===== config.mk =====
export PLATFORM = sky130hd
export DESIGN_NAME = imem_program_loader
export DESIGN_NICKNAME = d
export VERILOG_FILES = /design/src/rtl/imem_loader_pkg.sv /design/src/rtl/imem_program_loader_byte_packer.sv /design/src/rtl/imem_program_loader.sv
export SDC_FILE = /design/constraint.sdc
export NUM_CORES = 1
export LEC_CHECK = 0
export ABC_CLOCK_PERIOD_IN_PS = 2400
export BUFFER_PORTS_ARGS = -buffer_cell sky130_fd_sc_hd__buf_2
export CORE_AREA = 2 2 88 90
export CTS_BUF_LIST = sky130_fd_sc_hd__clkbuf_4 sky130_fd_sc_hd__clkbuf_8
export DETAILED_ROUTE_END_ITERATION = 8
export DIE_AREA = 0 0 90 92
export PLACE_DENSITY = 0.84
export SLEW_MARGIN = 20
export SYNTH_ARGS = -nofsm -noshare
export SYNTH_HDL_FRONTEND = slang
export SYNTH_HIERARCHICAL = 1
export SYNTH_SLANG_ARGS = --single-unit

===== constraint.sdc =====
create_clock -name clk -period 2.4 [get_ports clk]
set_clock_uncertainty 0.2 [all_clocks]
set_input_delay 0.12 -clock clk [delete_from_list [all_inputs] [get_ports clk]]
set_output_delay 0.12 -clock clk [all_outputs]
set_load 0.01 [all_outputs]

===== src/rtl/imem_loader_pkg.sv =====
// Shared constants and FSM state encoding for the instruction-memory program
// loader. The state enum also lists CHK and ERR so the encoding does not change
// between builds with and without IMEM_LOADER_CHECKSUM_EN.
package imem_loader_pkg;

  localparam int WIDTH          = 32;
  localparam int ADDR_W         = 7;
  localparam int DEPTH          = 2 ** ADDR_W;
  localparam int BYTES_PER_WORD = WIDTH / 8;

  typedef enum logic [2:0] {
    IDLE  = 3'd0,
    RECV  = 3'd1,
    WRITE = 3'd2,
    CHK   = 3'd3,
    DONE  = 3'd4,
    ERR   = 3'd5
  } state_e;

endpackage


===== src/rtl/imem_program_loader_byte_packer.sv =====
// Little-endian byte packer: byte k of a word lands in bits [8k+7:8k].
// Each byte lane owns its register, and the lane is selected by the byte
// counter. word_ready flags the cycle in which the final byte of a word is
// accepted. On the following cycle, word holds the complete word.
module byte_packer
  import imem_loader_pkg::*;
#(
  parameter int BPW = BYTES_PER_WORD
) (
  input  logic             clk,
  input  logic             rst,
  input  logic             clear,
  input  logic             byte_valid,
  input  logic [7:0]       byte_data,
  output logic             word_ready,
  output logic [8*BPW-1:0] word
);

  localparam int CNT_W = (BPW > 1) ? $clog2(BPW) : 1;
  localparam logic [CNT_W-1:0] LAST_BYTE = CNT_W'(BPW - 1);

  logic [CNT_W-1:0] cnt_reg;

  // Byte counter: advances on every accepted byte and wraps after the last lane.
  always_ff @(posedge clk or posedge rst) begin
    if (rst) begin
      cnt_reg <= '0;
    end else if (clear) begin
      cnt_reg <= '0;
    end else if (byte_valid) begin
      cnt_reg <= (cnt_reg == LAST_BYTE) ? '0 : cnt_reg + CNT_W'(1);
    end
  end

  genvar gi;
  generate
    for (gi = 0; gi < BPW; gi++) begin : g_lane
      logic [7:0] lane_reg;

      // Lane register: captures the byte while the counter points at this lane.
      always_ff @(posedge clk or posedge rst) begin
        if (rst) begin
          lane_reg <= '0;
        end else if (clear) begin
          lane_reg <= '0;
        end else if (byte_valid && (cnt_reg == CNT_W'(gi))) begin
          lane_reg <= byte_data;
        end
      end

      assign word[8*gi +: 8] = lane_reg;
    end
  endgenerate

  assign word_ready = byte_valid && (cnt_reg == LAST_BYTE);

endmodule


===== src/rtl/imem_program_loader.sv =====
// Boot-time program loader placed in front of the single-cycle CPU.
// The loader packs an incoming byte stream into instruction words, writes them
// to the instruction memory and then pulses cpu_start once the image is
// resident.
// Optional feature: when IMEM_LOADER_CHECKSUM_EN is defined, the stream carries
// a trailing byte. That byte must equal the 8-bit modular sum of the data
// bytes. A mismatch parks the loader in ERR with err high and no cpu_start.
module imem_program_loader #(
  parameter int WIDTH  = imem_loader_pkg::WIDTH,
  parameter int ADDR_W = imem_loader_pkg::ADDR_W,
  parameter int DEPTH  = imem_loader_pkg::DEPTH
) (
  input  logic              clk,
  input  logic              rst,
  input  logic              load_req,
  input  logic [ADDR_W:0]   load_len,
  input  logic              in_valid,
  input  logic [7:0]        in_data,
  output logic              in_ready,
  output logic              imem_we,
  output logic [ADDR_W-1:0] imem_adr,
  output logic [WIDTH-1:0]  imem_wd,
  output logic              cpu_start,
  output logic              busy,
  output logic              done,
  output logic              err
);
  import imem_loader_pkg::*;

  localparam logic [2:0] S_IDLE  = IDLE;
  localparam logic [2:0] S_RECV  = RECV;
  localparam logic [2:0] S_WRITE = WRITE;
  localparam logic [2:0] S_DONE  = DONE;
`ifdef IMEM_LOADER_CHECKSUM_EN
  localparam logic [2:0] S_CHK   = CHK;
  localparam logic [2:0] S_ERR   = ERR;
  // After the last word the trailer byte is still outstanding.
  localparam logic [2:0] S_AFTER = S_CHK;
`else
  localparam logic [2:0] S_AFTER = S_DONE;
`endif

  localparam logic [ADDR_W:0] DEPTH_LEN = (ADDR_W + 1)'(DEPTH);

  logic [2:0]        state_reg, state_next;
  logic [ADDR_W:0]   len_reg;
  logic [ADDR_W-1:0] ptr_reg;
  logic              done_reg;
  logic [ADDR_W-1:0] adr_hold_reg;
  logic [WIDTH-1:0]  wd_hold_reg;

  logic              accept;
  logic              load_go;
  logic              data_byte;
  logic              last_word;
  logic [ADDR_W:0]   len_sat;
  logic              word_ready;
  logic [WIDTH-1:0]  packed_word;

  assign accept    = in_valid && in_ready;
  assign load_go   = (state_reg == S_IDLE) && load_req;
  assign data_byte = accept && (state_reg == S_RECV);
  assign len_sat   = (load_len > DEPTH_LEN) ? DEPTH_LEN : load_len;
  // ptr is one short of the count; compare in the wider length domain so that
  // a full-depth image finishes at ptr = DEPTH-1.
  assign last_word = (({1'b0, ptr_reg} + (ADDR_W + 1)'(1)) == len_reg);

  byte_packer #(
    .BPW(WIDTH / 8)
  ) u_packer (
    .clk       (clk),
    .rst       (rst),
    .clear     (load_go),
    .byte_valid(data_byte),
    .byte_data (in_data),
    .word_ready(word_ready),
    .word      (packed_word)
  );

`ifdef IMEM_LOADER_CHECKSUM_EN
  logic [7:0] sum_reg;

  // Running modular sum of data bytes; the trailer itself is not included.
  always_ff @(posedge clk or posedge rst) begin
    if (rst) begin
      sum_reg <= '0;
    end else if (load_go) begin
      sum_reg <= '0;
    end else if (data_byte) begin
      sum_reg <= sum_reg + in_data;
    end
  end
`endif

  // Next-state selection for the load sequence.
  always_comb begin
    state_next = state_reg;
    case (state_reg)
      S_IDLE: begin
        if (load_req) begin
          state_next = (len_sat == '0) ? S_AFTER : S_RECV;
        end
      end
      S_RECV: begin
        if (word_ready) begin
          state_next = S_WRITE;
        end
      end
      S_WRITE: begin
        state_next = last_word ? S_AFTER : S_RECV;
      end
`ifdef IMEM_LOADER_CHECKSUM_EN
      S_CHK: begin
        if (accept) begin
          state_next = (in_data == sum_reg) ? S_DONE : S_ERR;
        end
      end
      S_ERR: begin
        if (load_req) begin
          state_next = S_IDLE;
        end
      end
`endif
      S_DONE: begin
        state_next = S_IDLE;
      end
      default: begin
        state_next = S_IDLE;
      end
    endcase
  end

  // State register.
  always_ff @(posedge clk or posedge rst) begin
    if (rst) begin
      state_reg <= S_IDLE;
    end else begin
      state_reg <= state_next;
    end
  end

  // Length latch and word pointer. ptr wraps naturally at DEPTH.
  always_ff @(posedge clk or posedge rst) begin
    if (rst) begin
      len_reg <= '0;
      ptr_reg <= '0;
    end else if (load_go) begin
      len_reg <= len_sat;
      ptr_reg <= '0;
    end else if (state_reg == S_WRITE) begin
      ptr_reg <= ptr_reg + ADDR_W'(1);
    end
  end

  // Sticky completion flag: set as cpu_start fires, cleared by a new load.
  always_ff @(posedge clk or posedge rst) begin
    if (rst) begin
      done_reg <= 1'b0;
    end else if (load_go) begin
      done_reg <= 1'b0;
    end else if (state_reg == S_DONE) begin
      done_reg <= 1'b1;
    end
  end

  // Keep the last written address and data visible after the write strobe.
  always_ff @(posedge clk or posedge rst) begin
    if (rst) begin
      adr_hold_reg <= '0;
      wd_hold_reg  <= '0;
    end else if (state_reg == S_WRITE) begin
      adr_hold_reg <= ptr_reg;
      wd_hold_reg  <= packed_word;
    end
  end

  assign imem_we   = (state_reg == S_WRITE);
  assign imem_adr  = imem_we ? ptr_reg : adr_hold_reg;
  assign imem_wd   = imem_we ? packed_word : wd_hold_reg;
  assign cpu_start = (state_reg == S_DONE);
  assign busy      = (state_reg != S_IDLE);
  assign done      = done_reg;

`ifdef IMEM_LOADER_CHECKSUM_EN
  assign in_ready  = (state_reg == S_RECV) || (state_reg == S_CHK);
  assign err       = (state_reg == S_ERR);
`else
  assign in_ready  = (state_reg == S_RECV);
  assign err       = 1'b0;
`endif

endmodule


Word level (Yosys, flattened, before mapping)

Index checks and enable logic that the tools add are counted.

Bits in writable memories: 0
Register bits: 92
Latch bits: 0
Memory bits (read-only): 0
Memories: 0
Bits of input ports: 20

Reductions and logical operators: 19
Divide/modulo/power cells: 0
Mux-type cells: 23
Order comparisons: 1
Shifts and indexed selects: 0
Bitwise logic cells: 0
Multiply operators: 0
Add/sub/neg operators: 3
Equality and inequality tests: 9

Operators by type and width:

| kind                | count |
|---|---|
| $mux 8              | 9 |
| $mux 32             | 1 |
| $mux 7              | 3 |
| $reduce_bool 2->1   | 7 |
| $mux 3              | 4 |
| $pmux 3 s3          | 1 |
| $add 7x1->8 const B | 1 |
| $eq 8x8->1          | 1 |
| $gt 8x8->1 const B  | 1 |
| $logic_not 8->1     | 1 |
| $add 7x1->7 const B | 1 |
| $logic_and 1x1->1   | 7 |
| $mux 2              | 3 |
| $eq 2x2->1 const B  | 2 |
| $eq 3x1->1 const B  | 1 |
| $eq 3x2->1 const B  | 1 |
| $eq 3x3->1 const B  | 1 |
| $logic_not 3->1     | 1 |
| $reduce_bool 3->1   | 1 |
| $add 2x1->2 const B | 1 |
| $eq 2x1->1 const B  | 1 |
| $logic_not 2->1     | 1 |
| $mux 1              | 2 |
| $ne 2x1->1 const B  | 1 |
| 2 further kinds     | 2 |

Longest topological paths before layout

Gate-level depths: netlist (run 1).

Depth after elaboration: 6
Depth in mapped cells: 8
Gate-level depth less buffers: 7

Modules after synthesis

The synthesis (run 1) kept the hierarchy.

By module, submodules not included:

| module              | area each (sq um) | times used | cells each |
|---|---|---|---|
| imem_program_loader | 2585.0            | 1          | 289 |
| byte_packer         | 1580.3            | 1          | 128 |

Worst setup path after synthesis (run 1)

No wires, ideal clock.

Path kind: register -> register
Start: register state_reg[1]
End: register state_reg[0]
Slack: 21 ps
Period minus slack after synthesis: 2379 ps
Library setup time: 121 ps
Cell stages (with the launch flop): 9
Arrival: 2058 ps
Buffers on the path: 1
Cells stage by stage: dfrtp_1 -> nor3b_1 -> and2_1 -> buf_6 -> nand2_2 -> inv_1 -> o22ai_1 -> or4_1 -> o22a_1

Cells in the longest elaborated chain, start to end: 6

Ends and longest elaborated chain:

| item                         | line                                  | text |
|---|---|---|
| start: declaration           | imem_program_loader.sv:45             | `logic [2:0] state_reg, state_next;` |
| start signal: assignment     | imem_program_loader.sv:138            | `state_reg <= state_next;` |
| $eq 3x1->1 *                 | imem_program_loader.sv:188            | `assign in_ready = (state_reg == S_RECV);` |
| via in_ready                 | imem_program_loader.sv:19             | `output logic in_ready,` |
| $logic_and 1x1->1            | imem_program_loader.sv:60             | `assign accept = in_valid && in_ready;` |
| $logic_and 1x1->1 *          | imem_program_loader.sv:62             | `assign data_byte = accept && (state_reg == S_RECV);` |
| via data_byte                | imem_program_loader.sv:54             | `logic data_byte;` |
| $logic_and 1x1->1 *          | imem_program_loader_byte_packer.sv:55 | `assign word_ready = byte_valid && (cnt_reg == LAST_BYTE);` |
| via word_ready               | imem_program_loader.sv:57             | `logic word_ready;` |
| $ne 2x1->1 (no line) *       | n/a                                   |  |
| $reduce_and 2->1 (no line) * | n/a                                   |  |

Mark *: on every way through the listed nets, which the timed path passes. The rest lies on a longest branch.
A chain may end at the register's enable or synchronous reset.

Final worst setup path (run 1)

Start: register state_reg[0]
End: output imem_wd[1]

Cells in the longest elaborated chain, start to end: 2

Ends and longest elaborated chain:

| item             | line                       | text |
|---|---|---|
| $eq 3x2->1       | imem_program_loader.sv:177 | `assign imem_we = (state_reg == S_WRITE);` |
| $mux 32          | n/a                        |  |
| end: declaration | imem_program_loader.sv:22  | `output logic [WIDTH-1:0] imem_wd,` |

No other way between the ends.

==> flow_metrics.tcl, run 1 <==
set metrics [dict create \
    final_area_sq_um 5045 \
    slew_violations 0 \
    die-area_sq_um 8280 \
    area_delta_synth_final_pct 21.12 \
    wire_per_inst_microns 15.07 \
    globalplace.congestion 0.8184 \
    grt_max_degree 42 \
    relSlewSlack 0.6381 \
    use_met2 0.4023 \
    cts.path.max_buffers 2 \
    avgSynthCellArea_sq_um 9.989 \
    fin_cells 615 \
    antenna_found_initial 0 \
    clk_pin_slew_ns 0.09 \
    drive_gt1_frac 0.2105 \
    total_power_mw 5.017 \
    rsz0062_at_grt "false" \
    async_flop_share 1.000 \
    grt_pass1_wl_microns 15520 \
    clk_latency_ns 0.35 \
    cp_max_fo 41 \
    syn_nets 442 \
    crit_path_cell_trace "or3b_1, buf_4, nand2_1, nand2_1, buf_2" \
    grt.busiest_layer "met2" \
    drt_iter0_markers 148 \
    postRouteAntennaNets 0 \
    dp_cells 577 \
    cap_viol_max_count 0 \
    post-synth-top-count-cell "nand2_1" \
    firstDrtPassIters 5 \
    yosys_most_used_dff "dfrtp_1" \
    min_period_over_period 0.9474 \
    synth_top_area_cell "dfrtp_1" \
    netlist_area_sq_um 4165 \
    setup_viol 0 \
    drc 0 \
    die_w_microns 90 \
    ys_top_cells_by_area "dfrtp_1 55%, nand2_1 12%, mux2i_1 7.9%" \
    worstPathRequired_ns 2.08 \
    hold_viol 0 \
    fin_util 0.6774 \
    fmax_mhz 439.8 \
    finalWirelength_microns 9265 \
    io_pins 65 \
    crit_top_cell "nand2_1" \
    powerDensity_nw_per_um2 994.5 \
    syn_inst 417 \
    fin_crit_ns 2.274 \
    status "finished, final reports clean" \
    synthTopCellsByCount "132 x nand2_1, 92 x dfrtp_1, 46 x nand2b_1, 33 x mux2i_1, 10 x clkbuf_1" \
    hold_class "input port to flip-flop" \
    clkSinkCount 92 \
    yosysSeqAreaShare 0.5527 \
    place_area_sq_um 4626 \
    vias 3226 \
    p_leak_nw 2.767 \
    end_kind "primary output" \
    port_buffers 63 \
    grt_overflow 0 \
    synth-seq-cells 92 \
    synth_top_cell_area_share 0.5527 \
    finalSetupTns_ns 0 \
    routed_via_density 5.246 \
    use_met3 0.02958 \
    antennaDiodeCount 0 \
    worstMarginPinSlew_ns 0.5420 \
    rows 32 \
    die_h_microns 92 \
    dp_hpwl_microns 6098 \
    start_util 0.5593 \
    ys_types 41 \
    core_area_sq_um 7447 \
    worstPathArrival_ns 1.95 \
    first_global_vias 3281 \
    cpPeakStageDelay_ns 0.49 \
    root_buffer "clkbuf_8" \
    cts_htree_levels 3 \
    cts_buffers 9 \
    track_usage 0.2363 \
    use_met1 0.3003 \
    peakVddDrop_mv 0.5660 \
    cts_tree "yes" \
    crit_type "flip-flop to primary output" \
    final_nets 533 \
    cpMaxStageDelayCell "or3b_1" \
    synth_edf_count 0 \
    synth_warnings 6 \
    crit_path_start_kind "flip-flop" \
]
[layout make-up]
type | instances | area [sq um]
timing repair buffer | 100 | 668.1
inverter | 11 | 41.29
fill | 578 | 2402
tap | 102 | 127.6
sequential | 92 | 2302
clock buffer | 10 | 137.6
clock inverter | 6 | 53.80
multi-input combinational | 294 | 1714
[critical path, delay by kind of cell (launching register included)]
| kind | cells | cell delay [ns] |
|---|---|---|
| simple gates | 3 | 0.71 |
| buf+inv | 2 | 0.47 |
| flops | 1 | 0.42 |
[timing repair]
item	in CTS	in global routing
endpoints found under the hold margin	98	0
hold buffers	22	0
gates resized for setup	0	2
setup endpoints to repair	0	14
buffers inserted	0	0
[layout by cell type (no fill, tap or decap), types with 3 or more instances in the layout]
cell	n
dfrtp_1	92
nand3_1	3
inv_1	8
clkbuf_8	10
inv_2	3
nand2_2	4
inv_6	3
nand2b_1	46
ha_1	5
o21ai_0	8
nor3_1	4
dlygate4sd3_1	22
nand2_1	132
o21ai_1	7
and2_1	5
nor2_1	5
buf_2	63
mux2i_1	33
xor2_1	3
o31ai_1	3
buf_4	12
xnor2_1	7
nor3b_1	3
[per-stage QoR]
| step | worst slack [ns] | hold WS, ns |
|---|---|---|
| finish | 0.1263 | 0.03655 |
| global route | 0.01487 | 0.06305 |
| CTS | 0.08415 | 0.02908 |
| detailed placement | 0.1902 | 0.008720 |
| global placement | 0.2491 | -0.01610 |
| floorplan | 0.02058 | 0.02544 |
[per-layer routing]
metal,up-vias,part of all wire
met5,-,0
met4,0,0.033
met3,31,0.032
met2,88,0.49
met1,1579,0.44
li1,1528,-
[final timing paths]
kind                            depth (start not counted)                        end  slack (ns)                      from
min in group asynchronous                               3  wd_hold_reg[22]$_DFF_PP0_        0.17                       rst
worst max register to register                          5   state_reg[0]$_DFFE_PP0P_        0.15    ptr_reg[1]$_DFFE_PP0P_
worst max-delay path                                    5                 imem_wd[1]        0.13  state_reg[0]$_DFFE_PP0P_
max in group asynchronous                               4  adr_hold_reg[5]$_DFF_PP0_        1.25                       rst
worst min register to register                          2   wd_hold_reg[3]$_DFF_PP0_        0.27  wd_hold_reg[3]$_DFF_PP0_
worst min-delay path                                    5     len_reg[7]$_DFFE_PP0P_        0.04                  load_req
[kinds of logic (layout without fill, tap and decap cells)]
logic type,after synthesis,after routing,share of synthesized area
buffers and inverters,31,127,0.03575
AND/OR/NAND/NOR,218,218,0.2559
multiplexers,33,33,0.07930
flip-flops,92,92,0.5527
XOR/XNOR,10,10,0.02103
AO/OA/AOI/OAI,27,27,0.03935
other,1,1,0.0009003
adder cells (fa/ha/maj),5,5,0.01502
[power by group]
group | internal [mW] | switching [mW]
Sequential | 2.05 | 0.269
Combinational | 0.751 | 0.945
Clock | 0.425 | 0.579
No activity file was read; power rests on OpenSTA's default activity.
==> run 2, diff against run 1 <==
- ABC_CLOCK_PERIOD_IN_PS: 2400 -> default
- clock period: 2.4 -> 2.6 ns (I/O delays scaled with it)
==> flow_metrics.tcl, run 2 (same netlist as run 1, synthesis figures left out) <==
set metrics [dict create \
    peakVddDrop_mv 0.7046 \
    drt_iter0_markers 220 \
    final_cell_mix "132 x nand2_1, 92 x dfrtp_1, 63 x buf_2" \
    vias 3134 \
    grt_overflow 0 \
    die-area_sq_um 8280 \
    clk_latency_ns 0.36 \
    powerDensity_nw_per_um2 919.1 \
    drive_gt1_frac 0.2024 \
    core_area_sq_um 7447 \
    root_buffer "clkbuf_8" \
    worstPathArrival_ns 2.48 \
    min_period_over_period 0.9263 \
    routed_via_density 5.172 \
    status "finished, violations left" \
    cts_buffers 9 \
    antennaDiodeCount 0 \
    cts_htree_levels 3 \
    fmax_mhz 415.2 \
    finalHoldWorstSlack_ns -0.003395 \
    clk_pin_slew_ns 0.09 \
    cpMaxStageDelayCell "dlygate4sd3_1" \
    cap_viol_max_count 0 \
    relSlewSlack 0.4101 \
    crit_family "buffers and inverters" \
    postRouteAntennaNets 0 \
    die_w_microns 90 \
    worst-path-buf-inv 3 \
    first_global_vias 3110 \
    antenna_found_initial 0 \
    wire_per_inst_microns 14.90 \
    violations "hold timing" \
    p_leak_nw 2.712 \
    die_h_microns 92 \
    dp_hpwl_microns 5928 \
    globalplace.congestion 0.8214 \
    finalWirelength_microns 9032 \
    cts_tree "yes" \
    worstMarginPinSlew_ns 0.8835 \
    setup_viol 0 \
    rsz0062_at_grt "false" \
    grt_pass1_wl_microns 15220 \
    finalSetupTns_ns 0 \
    end_kind "flip-flop" \
    cp_max_fo 37 \
    drc 0 \
    firstDrtPassIters 4 \
    port_buffers 63 \
    fin_cells 606 \
    clkSinkCount 92 \
    grt_max_degree 45 \
    io_pins 65 \
    crit_path_cell_trace "nor3_1, nand2_2, clkinv_2, buf_4, nand3b_1, dlygate4sd3_1, o21ai_0" \
    n_fill_cell 585 \
    crit_path_start_kind "flip-flop" \
    area_delta_synth_final_pct 18.68 \
    crit_type "flip-flop to flip-flop" \
    track_usage 0.2341 \
    hold_class "input port to flip-flop" \
    worstPathRequired_ns 2.68 \
    slew_violations 0 \
    fin_crit_ns 2.408 \
    hold_viol 1 \
    final_nets 524 \
    start_util 0.5593 \
    dp_cells 571 \
    rows 32 \
    fin_util 0.6638 \
    final_common_cell "nand2_1" \
    cpPeakStageDelay_ns 0.57 \
    cts.path.max_buffers 2 \
]
run 2: cell types whose count changed in the layout (fill, tap and decap cells not counted), moves of 2 or more:
cell / before / now
buf_6: 2 / 0
buf_4: 12 / 9
dlygate4sd3_1: 22 / 19
clkinv_2: 0 / 2
inv_6: 3 / 1
run 2: final timing paths:
path	cells past startpoint	slack, ns	from	to
max	7	0.19	state_reg[0]$_DFFE_PP0P_	len_reg[2]$_DFFE_PP0P_
min	3	-0.003	in_data[2]	u_packer/g_lane[3].lane_reg[2]$_DFFE_PP0P_
max reg2reg	7	0.19	state_reg[0]$_DFFE_PP0P_	len_reg[2]$_DFFE_PP0P_
min reg2reg	2	0.27	wd_hold_reg[10]$_DFF_PP0_	wd_hold_reg[10]$_DFF_PP0_
max in group asynchronous	4	1.12	rst	wd_hold_reg[8]$_DFF_PP0_
min in group asynchronous	4	0.23	rst	u_packer/g_lane[3].lane_reg[7]$_DFFE_PP0P_
run 2: repair_timing:
item                       4_1_cts  5_1_grt
buffers inserted                 0        0
setup endpoints to repair        0        1
resized for setup                0        1
hold buffers                    19        0
hold endpoints to repair       106        0
run 2: area by class of cell:
type                       instances  area, sq um  share of cell area
sequential                        92         2302              0.4657
timing repair buffer              91        573.1              0.1159
clock inverter                     7        60.06             0.01215
clock buffer                       9        123.9             0.02506
multi-input combinational        294         1714              0.3467
tap                              102        127.6             0.02582
inverter                          11        42.54            0.008605
run 2: stage by stage:
step	hold WS (ns)	worst slack [ns]	power (mW)	instance area, sq um
6_report	-0.003395	0.1915	4.543	4943
5_1_grt	0.01795	0.03679	4.815	4943
2_1_floorplan	0.03544	0.2206	3.154	4165
3_3_place_gp	0.06876	0.3987	3.559	4568
4_1_cts	0.0009316	0.1574	4.557	4942
3_5_place_dp	0.07000	0.3292	3.627	4568
run 2: power by group:
| group | internal [mW] | leakage, nW | switching [mW] |
|---|---|---|---|
| registers | 1.89 | 1.24 | 0.257 |
| logic | 0.657 | 1.38 | 0.836 |
| clock network | 0.364 | 0.0897 | 0.540 |
| total | 2.91 | 2.71 | 1.63 |
run 2: layer usage:
| metal | wire (microns) | share of wire | GRT usage |
|---|---|---|---|
| met2 | 4578 | 0.51 | 0.3941 |
| met1 | 3880 | 0.43 | 0.2962 |
| met3 | 362 | 0.040 | 0.04108 |
| met5 | 0 | 0 | 0 |
| met4 | 210 | 0.023 | 0.1115 |
run 2: worst reg2reg max path: cells and delay by family, from the launching register on:
family                 cells  cell delay, ns
AOI/OAI and AO/OA          1            0.09
DFF                        1            0.41
buffers and inverters      3            1.10
and+or+nand+nor            3            0.54
==> run 3, diff against run 2 <==
- ABC_AREA: default -> 1
- CORE_AREA: 2 2 88 90 -> 2 2 87 89
- DIE_AREA: 0 0 90 92 -> 0 0 89 91
==> flow_metrics.tcl, run 3 <==
set metrics [dict create \
    cp_max_fo 16 \
    grt.busiest_layer "met2" \
    synth_top_cell_area_share 0.5660 \
    switching_share 0.3822 \
    rsz0062_at_grt "false" \
    clkSinkCount 92 \
    avgSynthCellArea_sq_um 8.387 \
    final_area_sq_um 4918 \
    yosysSeqAreaShare 0.5660 \
    die_h_microns 91 \
    use_met3 0.04273 \
    synth_edf_count 0 \
    antenna_found_initial 1 \
    final_common_cell "nand2_1" \
    final.setup.worst_slack_ns 0.1933 \
    crit_path_cell_trace "nor2_1, nand2_1, inv_2, nand2_2, inv_2, o21ai_1, o21ai_1, dlygate4sd3_1" \
    total_power_mw 5.306 \
    first_global_vias 3440 \
    syn_inst 485 \
    netlist_area_sq_um 4068 \
    dp_slack_ns 0.6751 \
    r2r_slack_ns 0.19 \
    switchingPower_mw 2.028 \
    synth_warnings 6 \
    n_fill_cell 566 \
    worstPathRequired_ns 2.69 \
    powerDensity_nw_per_um2 1079 \
    use_met2 0.3943 \
    yosys.area_share.simple 0.2999 \
    end_kind "flip-flop" \
    min_period_over_period 0.9256 \
    crit_type "flip-flop to flip-flop" \
    postRouteAntennaNets 0 \
    routed_via_density 5.097 \
    synth-seq-cells 92 \
    cpMaxStageDelayCell "dlygate4sd3_1" \
    yosys_most_used_dff "dfrtp_1" \
    synth_top_family_by_area "simple AND/OR/NAND/NOR gates" \
    cts_htree_levels 3 \
    fmax_mhz 415.5 \
    pwr-share-comb 0.374 \
    drc 0 \
    ctsResizeCount 0 \
    firstDrtPassIters 5 \
    p_int_mw 3.278 \
    post-synth-top-count-cell "nand2_1" \
    hold_class "input port to asynchronous set/reset pin" \
    r2r-start "state_reg[0]$_DFFE_PP0P_" \
    drt_iter0_markers 302 \
    synthTopCellsByCount "210 x nand2_1, 92 x dfrtp_1, 42 x nand3_1, 39 x inv_1, 19 x nor2_1" \
    final_nets 600 \
    crit_path_start_kind "flip-flop" \
    rows 31 \
    place_area_sq_um 4474 \
    area_delta_synth_final_pct 20.92 \
    p_leak_nw 2.866 \
    synth_top_area_cell "dfrtp_1" \
    clk_latency_ns 0.36 \
    cts.path.max_buffers 2 \
    status "finished, final reports clean" \
    use_met1 0.3656 \
    drive_gt1_frac 0.1900 \
    clkPwrFrac 0.194 \
    power.share.sequential 0.431 \
    synth_mux_area_frac 0 \
    finalWirelength_microns 9534 \
    cts_tree "yes" \
    die-area_sq_um 8099 \
    synth_adder_area_share 0.01538 \
    post_cts_buffers 0 \
    cts_buffers 9 \
    ys_top_cells_by_area "dfrtp_1 57%, nand2_1 19%, nand3_1 5.2%" \
    fin_util 0.6892 \
    core_area_sq_um 7137 \
    worstPathArrival_ns 2.50 \
    cpPeakStageDelay_ns 0.57 \
    finalSetupTns_ns 0 \
    clk_pin_slew_ns 0.09 \
    vias 3461 \
    start_util 0.5700 \
    track_usage 0.2572 \
    r2r-end "len_reg[1]$_DFFE_PP0P_" \
    dp_cells 640 \
    synthXorXnorAreaFrac 0.006460 \
    grt_overflow 0 \
    peakVddDrop_mv 0.6010 \
    syn_nets 510 \
    synth_compound_area_frac 0.04183 \
    fin_cells 679 \
    port_buffers 63 \
    grt_pass1_wl_microns 16160 \
    finalHoldWorstSlack_ns 0.1030 \
    worstMarginPinSlew_ns 0.5857 \
    grt_max_degree 35 \
    die_w_microns 89 \
    async_flop_share 1.000 \
    root_buffer "clkbuf_8" \
    dp_hpwl_microns 6207 \
    r2r_cells 8 \
    ys_types 30 \
    cap_viol_max_count 0 \
    globalplace.congestion 0.8500 \
    hold_viol 0 \
    io_pins 65 \
    wire_per_inst_microns 14.04 \
    relSlewSlack 0.6059 \
    slew_violations 0 \
    fin_crit_ns 2.407 \
    final_cell_mix "210 x nand2_1, 92 x dfrtp_1, 63 x buf_2" \
    setup_viol 0 \
]
-- run 3: changes by cell type in the layout (fill, tap and decap cells not counted), moves of 6 or more --
| cell | change |
|---|---|
| inv_1 | +30 |
| inv_2 | +6 |
| mux2i_1 | -33 |
| nand2_1 | +78 |
| nand2b_1 | -46 |
| nand3_1 | +39 |
| nor2_1 | +14 |
| o21ai_0 | +7 |
| xnor2_1 | -6 |
-- run 3: worst max-delay path, delay by kind of cell, from the launching register on --
family	cells	cell delay [ns]
buffers and inverters	3	0.94
AOI/OAI and AO/OA	2	0.38
DFF	1	0.41
and+or+nand+nor	3	0.40
-- run 3: cell families (layout without fill, tap and decap cells) --
logic type / Yosys count / after routing
flip-flops: 92 / 92
adder cells (fa/ha/maj): 5 / 5
buffers and inverters: 63 / 157
AO/OA/AOI/OAI: 31 / 31
XOR/XNOR: 3 / 3
other: 1 / 2
AND/OR/NAND/NOR: 290 / 290
-- run 3: worst max path at each step --
stage,from,end,slack (ns),cells after the start
5_1_grt,state_reg[0]$_DFFE_PP0P_,len_reg[1]$_DFFE_PP0P_,0.003,8
3_3_place_gp,state_reg[1]$_DFFE_PP0P_,state_reg[2]$_DFFE_PP0P_,0.71,12
6_report,state_reg[0]$_DFFE_PP0P_,len_reg[1]$_DFFE_PP0P_,0.19,8
4_1_cts,state_reg[0]$_DFFE_PP0P_,len_reg[1]$_DFFE_PP0P_,0.27,8
3_5_place_dp,state_reg[1]$_DFFE_PP0P_,state_reg[2]$_DFFE_PP0P_,0.68,12
2_1_floorplan,rst,adr_hold_reg[0]$_DFF_PP0_,0.84,1
-- run 3: final cells by class --
type / count / area, sq um / share of cell area
Sequential cell: 92 / 2302 / 0.4681
Timing Repair Buffer: 94 / 605.6 / 0.1231
Tap cell: 99 / 123.9 / 0.02518
Inverter: 48 / 185.2 / 0.03765
Clock inverter: 6 / 87.58 / 0.01781
Clock buffer: 9 / 123.9 / 0.02518
Antenna cell: 1 / 2.502 / 0.0005088
Multi-Input combinational cell: 330 / 1488 / 0.3025
-- run 3: timing repair --
| action | in CTS | in global routing |
|---|---|---|
| hold buffers | 23 | 0 |
| endpoints found under the hold margin | 136 | 0 |
| endpoints found under the setup margin | 0 | 0 |
-- run 3: power groups by stage --
stage | sequential, mW | combinational [mW] | clock, mW
6_report | 2.29 | 1.99 | 1.03
5_1_grt | 2.35 | 2.25 | 1.10
4_1_cts | 2.29 | 1.98 | 1.04
3_5_place_dp | 2.31 | 1.92 | 0
3_3_place_gp | 2.29 | 1.87 | 0
2_1_floorplan | 2.23 | 1.37 | 0
-- run 3: routing by layer --
layer / up-vias / part of all wire
li1: 1685 / -
met1: 1629 / 0.44
met2: 127 / 0.48
met3: 20 / 0.060
met4: 0 / 0.018
met5: - / 0
